$ cat src/rtl/reg_bank_32.sv
// reg_bank_32: 2^ADDR_W x DATA_W register file, r0 hardwired to zero.
// One write port with a one-hot decoder, two combinational read ports with optional bypass.
module reg_bank_32 #(
    parameter int DATA_W = 32,
    parameter int ADDR_W = 5,
    parameter int BYPASS = 1
) (
    input  logic              clock,
    input  logic              reset,
    input  logic              RegWrite,
    input  logic [ADDR_W-1:0] WriteRegister,
    input  logic [DATA_W-1:0] WriteData,
    input  logic [ADDR_W-1:0] ReadRegister1,
    input  logic [ADDR_W-1:0] ReadRegister2,
    output logic [DATA_W-1:0] ReadData1,
    output logic [DATA_W-1:0] ReadData2
);

    localparam int DEPTH = 1 << ADDR_W;
    localparam bit BYP   = (BYPASS != 0);

    logic [DATA_W-1:0] r_regs [DEPTH];
    logic [DEPTH-1:0]  w_wen;
    logic              w_hit1;
    logic              w_hit2;
    logic              w_zero1;
    logic              w_zero2;

    always_comb begin
        w_wen = '0;
        for (int i = 1; i < DEPTH; i++) begin
            w_wen[i] = RegWrite && (WriteRegister == ADDR_W'(i));
        end
    end

    // r0 is kept cleared so the storage never holds anything but zero there
    always_ff @(posedge clock) begin
        if (!reset) begin
            for (int i = 0; i < DEPTH; i++) begin
                r_regs[i] <= '0;
            end
        end else begin
            r_regs[0] <= '0;
            for (int i = 1; i < DEPTH; i++) begin
                if (w_wen[i]) begin
                    r_regs[i] <= WriteData;
                end
            end
        end
    end

    assign w_zero1 = (ReadRegister1 == '0);
    assign w_zero2 = (ReadRegister2 == '0);
    assign w_hit1  = BYP && RegWrite && (ReadRegister1 == WriteRegister);
    assign w_hit2  = BYP && RegWrite && (ReadRegister2 == WriteRegister);

    always_comb begin
        ReadData1 = r_regs[ReadRegister1];
        if (w_zero1) begin
            ReadData1 = '0;
        end else if (w_hit1) begin
            ReadData1 = WriteData;
        end
    end

    always_comb begin
        ReadData2 = r_regs[ReadRegister2];
        if (w_zero2) begin
            ReadData2 = '0;
        end else if (w_hit2) begin
            ReadData2 = WriteData;
        end
    end

endmodule
$ cat config.mk
export PLATFORM = sky130hd
export DESIGN_NAME = reg_bank_32
export DESIGN_NICKNAME = d
export VERILOG_FILES = /design/src/rtl/reg_bank_32.sv
export SDC_FILE = /design/constraint.sdc
export NUM_CORES = 2
export LEC_CHECK = 0
export ABC_AREA = 1
export CAP_MARGIN = 20
export CORE_UTILIZATION = 30
export CTS_CLUSTER_SIZE = 16
export DETAILED_ROUTE_END_ITERATION = 12
export PLACE_DENSITY = 0.57
export SYNTH_ARGS = -nofsm -noshare
export SYNTH_HDL_FRONTEND = slang
export SYNTH_SLANG_ARGS = --single-unit
$ cat constraint.sdc
create_clock -name clock -period 4.5 [get_ports clock]
set_clock_uncertainty 0.05 [all_clocks]
set_input_delay 1.125 -clock clock [delete_from_list [all_inputs] [get_ports clock]]
set_output_delay 1.125 -clock clock [all_outputs]
set_load 0.02 [all_outputs]
# ---- Word-level counts from Yosys, hierarchy flattened
# Memories as Yosys holds them, arrays and structs flattened.
# Index checks and enable logic that the tools add are counted.
dict set report op_classes {
  eq_ne 33
  muxes 131
  bitwise 32
  reduce_logical 35
}
# cell n
set ops {}
lappend ops {{$mux W32} 36}
lappend ops {{$mux W1} 95}
lappend ops {{$eq A5 B5 Y1 const B} 16}
lappend ops {{$eq A5 B4 Y1 const B} 8}
lappend ops {{$logic_and A1 B1 Y1} 33}
lappend ops {{$or A1 B1 Y1} 32}
lappend ops {{$eq A5 B3 Y1 const B} 4}
lappend ops {{$eq A5 B2 Y1 const B} 2}
lappend ops {{$eq A5 B5 Y1} 2}
lappend ops {{$logic_not A5 Y1} 2}
lappend ops {{$eq A5 B1 Y1 const B} 1}
dict set report word_totals {
  register_bits 0
  ramBits 1024
  in_bits 50
  output_inout_bits 64
  elab_cells 232
  mem_count 1
}
# memory depth word_bits rd rd_clocked_by_memory_dff wr line_no
set mem_list {}
lappend mem_list {r_regs 32 32 2 0 32 22} ;# logic [DATA_W-1:0] r_regs [DEPTH];

# ---- Logic depth before layout (Yosys ltp)
dict set report depth {
  depth_word 6
  ltp_mapped 14
  mapped_depth_nobuf 11
}

# ---- Worst setup path after synthesis
# Ideal clock, no wire load.
dict set report synth_path {
  path_type {input to register}
  startpoint {input WriteRegister[1]}
  endpoint {memory r_regs[25][0], enable pin}
  setup_ps 466
  t_arrival_ps 4073
  required_time_ps 3984
  setup_slack_ps -89
  path_stages 6
  n_path_buf 1
  path_cell_list {buf_2 > nor2_1 > inv_1 > nor2_1 > clkinv_1 > o21ai_0}
}
# item line_no
set synth_lines {}
lappend synth_lines {{from (decl)} 11} ;# input logic [ADDR_W-1:0] WriteRegister,
lappend synth_lines {{to (decl)} 22}

# ---- Worst setup path after layout
dict set report layout_path {
  startpoint {input ReadRegister1[1]}
  endpoint {output ReadData1[0]}
}
dict set report layout_between {
  elab_chain_len 4
  elab_cells_between_ends 6
  cone_classes {eq/ne (1); mux (2); reduce/logical (2); memory (1)}
}
# item line_no
set layout_lines {}
lappend layout_lines {{from (decl)} 13} ;# input logic [ADDR_W-1:0] ReadRegister1,
lappend layout_lines {{branches (longest 3 deep; another with $mem_v2 Z32 W32)} --}
lappend layout_lines {{$mux W32 (*)} 59} ;# if (w_zero1) begin
lappend layout_lines {{to (decl)} 15} ;# output logic [DATA_W-1:0] ReadData1,
# Every way passes the cells marked *.

==> run_results.csv <==
group,metric,value,unit
routing,routed_wl,232400,µm
layout,fin_area,65300,µm²
routing,postRouteAntennaNets,0,
setup_path,crit_start,"ReadRegister1[1]",
synthesis,synth_fp_nets,6452,
placement,place_area,61150,µm²
synthesis,synth_top_area_share,55.83,%
setup_path,crit_fanout,16,
setup_path,crit_end,"ReadData1[0]",
synthesis,synth_cells,6402,
layout,layout_common_cells,"nand2_1, nor2_1, edfxtp_1",
global_route,antenna_found_initial,10,
sta,fin_crit_sh,100.5,%
power_and_ir_drop,p_leak,25.77,nW
floorplan,row_count,154,
global_route,track_usage,25.23,%
layout,nNetsFinal,6691,
sta,post-route-min-period,4.521,ns
synthesis,yosys-top-cells-area,"edfxtp_1, nand2_1, nor2_1",
placement,io_buffers,113,
clock_network,clk_pin_slew,0.06,ns
floorplan,die-area,179500,µm²
clock_network,cts_tree,"built",
worst_hold_path,hold_class,"input pin to register",
synthesis,ys_ff_latch,992,
floorplan,coreArea,176300,µm²
layout,n_fill_cell,17620,
clock_network,cts-htree-levels,3,
setup_path,cpPeakStageDelay,0.38,ns
synthesis,yosysWarningCount,0,
setup_path,critical_path_class,"input pin to output pin",
synthesis,syn_area,53360,µm²
power_and_ir_drop,powerDensity,381.3,nW/µm²
placement,dp_hpwl,149400,µm
sta,worst_slack,-0.02142,ns
setup_path,cp.depth,11,
sta,rsz0062_at_grt,"no",
setup_path,worst-path-buf-inv,4,
clock_network,root_buffer,"clkbuf_16",
routing,vias_per_cell,5.503,
global_route,grt_max_degree,76,
placement,gp_congestion,0.9626,
layout,final_common_cell,"nand2_1",
routing,post_drt_wl_per_cell,25.59,µm
run,drv_cap,0,
sta,worstMarginPinSlew,0.7329,ns
layout,largest_reg_flops,992,
floorplan,start_util,30.26,%
synthesis,async_flop_share,0,%
synthesis,synth_flop_cell,"edfxtp_1",
status,failed_checks,"setup timing",
global_route,grt_pass1_vias,46950,
setup_path,crit_arrival,3.35,ns
floorplan,io_pins,114,
sta,fmax,221.2,MHz
setup_path,path_common_cell,"nand2_1",
setup_path,worstSetupEndpointType,"output pin",
setup_path,worstPathCellList,"buf_6, nor2_4, buf_4, bufbuf_16, nand2_1, nand4_1, nand3_1, nand2_1, nand2_1, a21oi_1, dlygate4sd2_1",
sta,worst_hold_slack,1.246,ns
setup_path,cpLargestDelayFamily,"buffers and inverters",
synthesis,synth_seq_area_share,55.83,%
sta,setup-violations-final,2,
global_route,gr-total-overflow,0,
clock_network,cts_buffers,109,
layout,largest-register,"r_regs",
sta,max_slew_margin,51.14,%
status,status,"complete, but fails checks",
synthesis,avgSynthCellArea,8.334,µm²
routing,drtIter0Drc,6953,
synthesis,synth_cell_types,33,
sta,slew_violations,0,
routing,vias,49980,
setup_path,crit_required,3.32,ns
clock_network,clockBufferDepth,3,
power_and_ir_drop,peakVddDrop,0.0003071,V
routing,drt_pass1_iterations,8,
floorplan,fp.dieW,423.7,µm
setup_path,start_kind,"input pin",
routing,post-route-drc-count,0,
global_route,grt_pass1_wl,331000,µm
sta,hold_viol_final,0,
clock_network,cts_sinks,992,
floorplan,die_h,423.7,µm
synthesis,synth-edff-count,992,
layout,synthToLayoutAreaGrowth,22.39,%
layout,top_regs,"r_regs: 992 flops",
layout,drive_gt1_share,12.00,%
synthesis,yosys.area.top_type,"edfxtp_1",
setup_path,cpMaxStageDelayCell,"dlygate4sd2_1",
## report_power, final
part | internal [W] | switching, W | total, W
Combinational | 0.00129 | 0.00279 | 0.00407
Sequential | 0.0108 | 0.000285 | 0.0111
Clock | 0.00571 | 0.00398 | 0.00969
## logic make-up after synthesis
logic type / share of synthesized area, %
compound gates: 10.85
xor+xnor: 0.03284
buf+inv: 7.588
flops: 55.83
simple gates: 25.70
## synth_stat cells (73+ instances only)
library cell	number
o211ai_1	198
nor2_1	1264
buf_2	223
nand4_1	75
nand3_1	555
edfxtp_1	992
clkbuf_1	176
inv_1	474
buf_1	73
a21oi_1	430
nand2_1	1413
o21ai_0	379
## area by class of cell
| type | count | area (µm²) | share of cell area, % |
|---|---|---|---|
| antenna | 6 | 15.01 | 0.02299 |
| multi-input combinational | 4429 | 19900 | 30.48 |
| inverter | 488 | 1859 | 2.847 |
| tap | 2340 | 2928 | 4.483 |
| clock inverter | 77 | 984.7 | 1.508 |
| clock buffer | 128 | 2799 | 4.286 |
| timing repair buffer | 621 | 7024 | 10.76 |
| sequential | 992 | 29790 | 45.62 |
## stage by stage
stage | power, W | setup TNS, ns | util (%) | instances | setup slack, ns
3_5_place_dp | 0.01525 | -10.73 | 34.68 | 8859 | -0.3549
5_1_grt | 0.02553 | 0 | 37.04 | 9079 | 0.003674
4_1_cts | 0.02480 | -0.06378 | 36.98 | 9072 | -0.06378
6_report | 0.02490 | -0.03048 | 37.04 | 9081 | -0.02142
2_1_floorplan | 0.01320 | -5.694 | - | 6402 | -0.08897
3_3_place_gp | 0.01521 | -11.22 | 34.68 | 8859 | -0.3613
## layer usage
| metal | vias to the layer above | track usage (%) | part of all wire (%) | wire, µm |
|---|---|---|---|---|
| met1 | 23810 | 31.29 | 37 | 84840 |
| met2 | 3450 | 39.09 | 45 | 103500 |
| met5 | - | 0 | 0.031 | 72 |
| met4 | 6 | 17.88 | 7.7 | 17930 |
| li1 | 21940 | - | - | - |
| met3 | 769 | 5.244 | 11 | 26030 |
## worst min path at each step
stage / startpoint / endpoint / slack, ns / cells after the start
global placement: reset / r_regs[16][9]$_SDFFCE_PN0P_ / 1.98 / 3
floorplan: WriteData[0] / r_regs[11][0]$_SDFFCE_PN0P_ / 1.43 / 2
finish: reset / r_regs[17][29]$_SDFFCE_PN0P_ / 1.25 / 3
CTS: reset / r_regs[16][9]$_SDFFCE_PN0P_ / 1.19 / 3
global route: reset / r_regs[16][9]$_SDFFCE_PN0P_ / 1.26 / 3
detailed placement: reset / r_regs[16][9]$_SDFFCE_PN0P_ / 1.96 / 3
## tightest hold or removal path, delay by kind of cell
| family | cells | cell delay, ns |
|---|---|---|
| AND/OR/NAND/NOR | 2 | 0.42 |
| buffers and inverters | 1 | 0.28 |
## what timing repair did
| item | 4_1_cts | 5_1_grt |
|---|---|---|
| setup endpoints to repair | 56 | 22 |
| setup buffers | 3 | 3 |
| gates cloned | 5 | 0 |
| pin swaps | 1 | 1 |
| resized for setup | 93 | 34 |
| hold buffers | 0 | 0 |
Power figures use the tool's default switching activity.
